===== config.mk =====
export PLATFORM = sky130hd
export DESIGN_NAME = instr_fetch_sequencer
export DESIGN_NICKNAME = d
export VERILOG_FILES = /design/src/rtl/instr_fetch_sequencer.sv
export SDC_FILE = /design/constraint.sdc
export NUM_CORES = 1
export LEC_CHECK = 0
export CAP_MARGIN = 40
export CORE_UTILIZATION = 28
export DETAILED_ROUTE_END_ITERATION = 12
export DONT_BUFFER_PORTS = 1
export RECOVER_POWER = 50
export SLEW_MARGIN = 20
export SYNTH_ARGS = -nofsm -noshare
export SYNTH_HDL_FRONTEND = slang
export SYNTH_SLANG_ARGS = --single-unit

===== constraint.sdc =====
create_clock -name clk -period 3.7 [get_ports clk]
set_input_delay 0.555 -clock clk [delete_from_list [all_inputs] [get_ports clk]]
set_output_delay 0.555 -clock clk [all_outputs]
set_load 0.02 [all_outputs]

===== src/rtl/instr_fetch_sequencer.sv =====
// instr_fetch_sequencer: 16-word program store plus program counter.
// Presents one qualified instruction per cycle to decode/datapath, with
// run / single-step / halt-on-sentinel / restart control.
module instr_fetch_sequencer #(
    parameter int                  ADDR_W    = 4,
    parameter int                  INSTR_W   = 12,
    parameter logic [INSTR_W-1:0]  HALT_WORD = 12'hFFF
) (
    input  logic               clk,
    input  logic               reset,
    input  logic               load_en,
    input  logic [ADDR_W-1:0]  load_addr,
    input  logic [INSTR_W-1:0] load_data,
    input  logic               run,
    input  logic               step,
    input  logic               restart,
    output logic [INSTR_W-1:0] instr,
    output logic               instr_valid,
    output logic [ADDR_W-1:0]  pc,
    output logic               busy,
    output logic               halted
);

    localparam int DEPTH = 2 ** ADDR_W;

    typedef enum logic [1:0] {
        S_IDLE = 2'd0,
        S_RUN  = 2'd1,
        S_HALT = 2'd2
    } state_t;

    state_t             state_q, state_d;
    logic [ADDR_W-1:0]  pc_q, pc_d;
    logic [INSTR_W-1:0] instr_q, instr_d;
    logic               instr_valid_q, instr_valid_d;
    logic               step_q;
    logic [INSTR_W-1:0] mem_q [DEPTH];

    logic               step_edge;
    logic               load_ok;
    logic               fetch;
    logic [INSTR_W-1:0] mem_rd;

    // Loads are blocked while sequencing so the program cannot change under the pc.
    assign load_ok   = load_en && (state_q != S_RUN);
    assign step_edge = step && !step_q;
    assign mem_rd    = mem_q[pc_q];

    // Next-state, fetch and pc logic; restart overrides everything else.
    always_comb begin
        state_d       = state_q;
        pc_d          = pc_q;
        instr_d       = instr_q;
        instr_valid_d = 1'b0;
        fetch         = 1'b0;

        case (state_q)
            S_IDLE: begin
                // A load in the same cycle swallows the step edge.
                fetch = step_edge && !load_en;
                if (run && !load_en) begin
                    state_d = S_RUN;
                end
            end
            S_RUN: begin
                if (run) begin
                    fetch = 1'b1;
                end else begin
                    state_d = S_IDLE;
                end
            end
            S_HALT: begin
                state_d = S_HALT;
            end
            default: begin
                state_d = S_IDLE;
            end
        endcase

        if (fetch) begin
            if (mem_rd == HALT_WORD) begin
                state_d = S_HALT;
            end else begin
                instr_d       = mem_rd;
                instr_valid_d = 1'b1;
                pc_d          = pc_q + ADDR_W'(1);
            end
        end

        if (restart) begin
            state_d       = S_IDLE;
            pc_d          = '0;
            instr_d       = instr_q;
            instr_valid_d = 1'b0;
        end
    end

    // Sequencer registers; reset drops the execute strobe immediately.
    always_ff @(posedge clk or negedge reset) begin
        if (!reset) begin
            state_q       <= S_IDLE;
            pc_q          <= '0;
            instr_q       <= '0;
            instr_valid_q <= 1'b0;
            step_q        <= 1'b0;
        end else begin
            state_q       <= state_d;
            pc_q          <= pc_d;
            instr_q       <= instr_d;
            instr_valid_q <= instr_valid_d;
            step_q        <= step;
        end
    end

    // Program store; reset fills it with the sentinel so an empty program halts.
    always_ff @(posedge clk or negedge reset) begin
        if (!reset) begin
            for (int i = 0; i < DEPTH; i++) begin
                mem_q[i] <= HALT_WORD;
            end
        end else if (load_ok) begin
            mem_q[load_addr] <= load_data;
        end
    end

    assign instr       = instr_q;
    assign instr_valid = instr_valid_q;
    assign pc          = pc_q;
    assign busy        = (state_q == S_RUN);
    assign halted      = (state_q == S_HALT);

endmodule


==> flow_summary.json, run 1 <==
{
  "status": "complete, but fails checks",
  "violations": "negative hold slack",
  "ant_nets": 0,
  "drv_slew": 0,
  "htree_levels": 1,
  "stdcell_count": 1079,
  "cts_made_buffers": 24,
  "holdWs_ns": -0.204,
  "reg2reg_slack_ns": 0.55,
  "dr.first_iter.drc_count": 381,
  "io_buffers": 0,
  "insertion_delay_ns": 0.51,
  "r2r_start": "pc[0]",
  "post_cts_buffers": 0,
  "critPathBufInv": 1,
  "dieArea_um2": 35500,
  "yosysTopAreaCellShare_pct": 51.8,
  "yosysTopAreaCell": "dfstp_2",
  "fin_area_um2": 11200,
  "place_congestion": 0.771,
  "ys_seq_elements": 212,
  "ioPinCount": 41,
  "n_fill_cell": 3251,
  "path_max_fanout": 33,
  "crit_type": "flop to flop",
  "drtPass1Iterations": 4,
  "die_h_um": 189,
  "worst_slew_margin_rel_pct": 51.4,
  "r2r-end": "instr[3]",
  "cts_root_buffer": "clkbuf_16",
  "coreArea_um2": 33900,
  "p_leak_nw": 4.17,
  "final_util_pct": 33.2,
  "synth_most_common_cell": "mux2_2",
  "critPathLaunchType": "flop",
  "max_freq_mhz": 317,
  "gr-total-overflow": 0,
  "ys.flop_type": "dfstp_2",
  "async_flop_share_pct": 100,
  "synth_cells": 607,
  "slowest_stage": "dfrtp_4",
  "finalHoldViolCount": 31,
  "syn_area_um2": 9740,
  "track_usage_pct": 13.3,
  "crit_family": "multiplexers",
  "drc": 0,
  "reg2reg_depth": 7,
  "yosysUniqueCellTypes": 33,
  "cts_tree": "done",
  "finalWirelength_mm": 22.6,
  "critPathCaptureType": "flop",
  "critPathMostFrequentCell": "mux4_2",
  "layout-drive-gt1-share_pct": 81.8,
  "dp_cells": 1035,
  "ys.warnings.count": 0,
  "area_growth_pct": 15.4,
  "setup_viol_count_final": 0,
  "via_count": 5219,
  "crit_required_ns": 4.10,
  "die_x_um": 189,
  "dp_hpwl_mm": 14.8,
  "fin_nets": 636,
  "grt_max_degree": 213,
  "synth_enable_flop_cells": 0,
  "synth_area_leaders": "dfstp_2 52%, mux2_2 23%, mux4_2 12%",
  "clock_path_buffers": 3,
  "cts_sinks": 212,
  "hold_class": "input pin to async pin",
  "synth.avg_cell_area_um2": 16.0,
  "ys_seq_area_share_pct": 56.9,
  "rsz0062_at_grt": "no",
  "grt_antenna_before_repair": 0,
  "fin_worst_skew_ns": 0.00727,
  "tightest_slew_ns": 0.729,
  "wl_per_cell_um": 21.0,
  "antenna_cells": 0,
  "drv_cap": 0,
  "cts_resized": 0,
  "powerDensity_nw_per_um2": 645,
  "netlist_top_cells_count": "195 x mux2_2, 192 x dfstp_2, 52 x mux4_2",
  "placed_area_um2": 10300,
  "synth_fp_nets": 630,
  "clk_pin_slew_ns": 0.06,
  "cp.arrival_ns": 3.55,
  "grt_pass1_wl_mm": 35.9,
  "fin_tns_setup_ns": 0,
  "start_util_pct": 28.8,
  "max_stage_delay_ns": 0.56,
  "finalCritPeriodShare_pct": 85.3,
  "cp_cell_sequence": "buf_12 > mux4_2 > mux4_2 > nand3_2 > nor3_2 > nor2_2 > mux2_2",
  "grt_pass1_vias": 5685,
  "vias_per_cell": 4.84,
  "fin_crit_ns": 3.15,
  "ir_drop_v": 0.000337,
  "floorplan.rows": 67
}
==> cell type report <==
cell class	count	area, um^2	area share, %
Clock buffer	35	723	6.43
Clock inverter	9	173	1.54
Inverter	2	7.51	0.0668
Multi-Input combinational cell	346	3980	35.4
Sequential cell	212	5550	49.4
Tap cell	448	561	4.99
Timing Repair Buffer	27	243	2.16
==> worst reg2reg max path: stages, from the launching register on <==
cell and delay [ns]:
dfrtp_4 0.56, buf_12 0.32, mux4_2 0.56, mux4_2 0.54, nand3_2 0.12, nor3_2 0.09, nor2_2 0.47, mux2_2 0.40
==> cells in the final DEF, fill, tap and decap left out, types with 2 or more instances in the layout <==
cell / instances
inv_1: 2
clkinv_2: 3
a22oi_1: 16
mux2_2: 195
o21ai_0: 2
buf_8: 2
buf_4: 23
clkbuf_16: 25
or4_1: 2
clkbuf_1: 4
nor3_2: 5
bufinv_16: 5
nand4_1: 4
dfrtp_1: 18
nor3_1: 2
nor2b_1: 4
buf_12: 2
clkbuf_8: 6
dfstp_2: 192
a21oi_1: 4
mux4_2: 52
nand2_1: 15
o22a_1: 10
nor2_1: 16
or3_1: 3
nand2b_1: 6
==> cell families (layout without fill, tap and decap cells) <==
| logic type | Yosys count | after routing | synth area share [%] |
|---|---|---|---|
| AND/OR/NAND/NOR | 64 | 64 | 3.43 |
| buffers and inverters | 49 | 73 | 2.34 |
| adder cells (fa/ha/maj) | 1 | 1 | 0.128 |
| multiplexers | 248 | 248 | 34.7 |
| AO/OA/AOI/OAI | 33 | 33 | 2.50 |
| flip-flops | 212 | 212 | 56.9 |
==> state kept, by name (all words and copies together) (netlist names) <==
| name | count |
|---|---|
| mem_q | 192 |
| instr | 12 |
| pc | 4 |
| state_q | 2 |
| instr_valid | 1 |
| step_q | 1 |
==> stage by stage <==
step	total power [mW]	hold WS (ns)	worst slack (ns)
after CTS	7.33	-0.261	0.514
after global placement	4.60	0.293	0.574
final	7.25	-0.204	0.545
after global routing	7.58	-0.257	0.370
after floorplan	4.39	0.259	1.01
after detailed placement	4.65	0.290	0.519
==> layer usage <==
metal,GRT usage (%),share of wire (%),vias to the layer above
li1,-,-,2276
met1,18.2,44,2807
met2,20.9,47,108
met3,3.11,6.2,28
met4,3.69,1.9,0
met5,0,0,-
==> how the worst max path moves through the flow <==
stage / slack (ns) / cells past startpoint / from / endpoint
after floorplan: 1.01 / 9 / pc[0] / pc[0]
after global placement: 0.57 / 7 / pc[0] / instr[3]
final: 0.55 / 7 / pc[0] / instr[3]
after detailed placement: 0.52 / 7 / pc[0] / instr[3]
after CTS: 0.51 / 7 / pc[0] / instr[3]
after global routing: 0.37 / 8 / pc[0] / instr[2]
==> report_power, final <==
part	leakage [nW]	total [mW]	switching, mW	internal, mW
logic	1.47	0.989	0.309	0.680
clock network	0.438	2.65	0.947	1.70
registers	2.26	3.61	0.369	3.24
total	4.17	7.25	1.63	5.62
Note: power is estimated with default switching activity, not from simulation.
==> run 2, diff against run 1 <==
--- a/config.mk
+++ b/config.mk
@@ -5,11 +5,13 @@
 export SDC_FILE = /design/constraint.sdc
 export NUM_CORES = 1
 export LEC_CHECK = 0
+export ABC_CLOCK_PERIOD_IN_PS = 3700
 export CAP_MARGIN = 40
 export CORE_UTILIZATION = 28
 export DETAILED_ROUTE_END_ITERATION = 12
 export DONT_BUFFER_PORTS = 1
 export RECOVER_POWER = 50
+export SETUP_SLACK_MARGIN = 0.05
 export SLEW_MARGIN = 20
 export SYNTH_ARGS = -nofsm -noshare
 export SYNTH_HDL_FRONTEND = slang
==> results of run 2 <==
No change in the layout: final DEF, timing and power equal those of run 1.
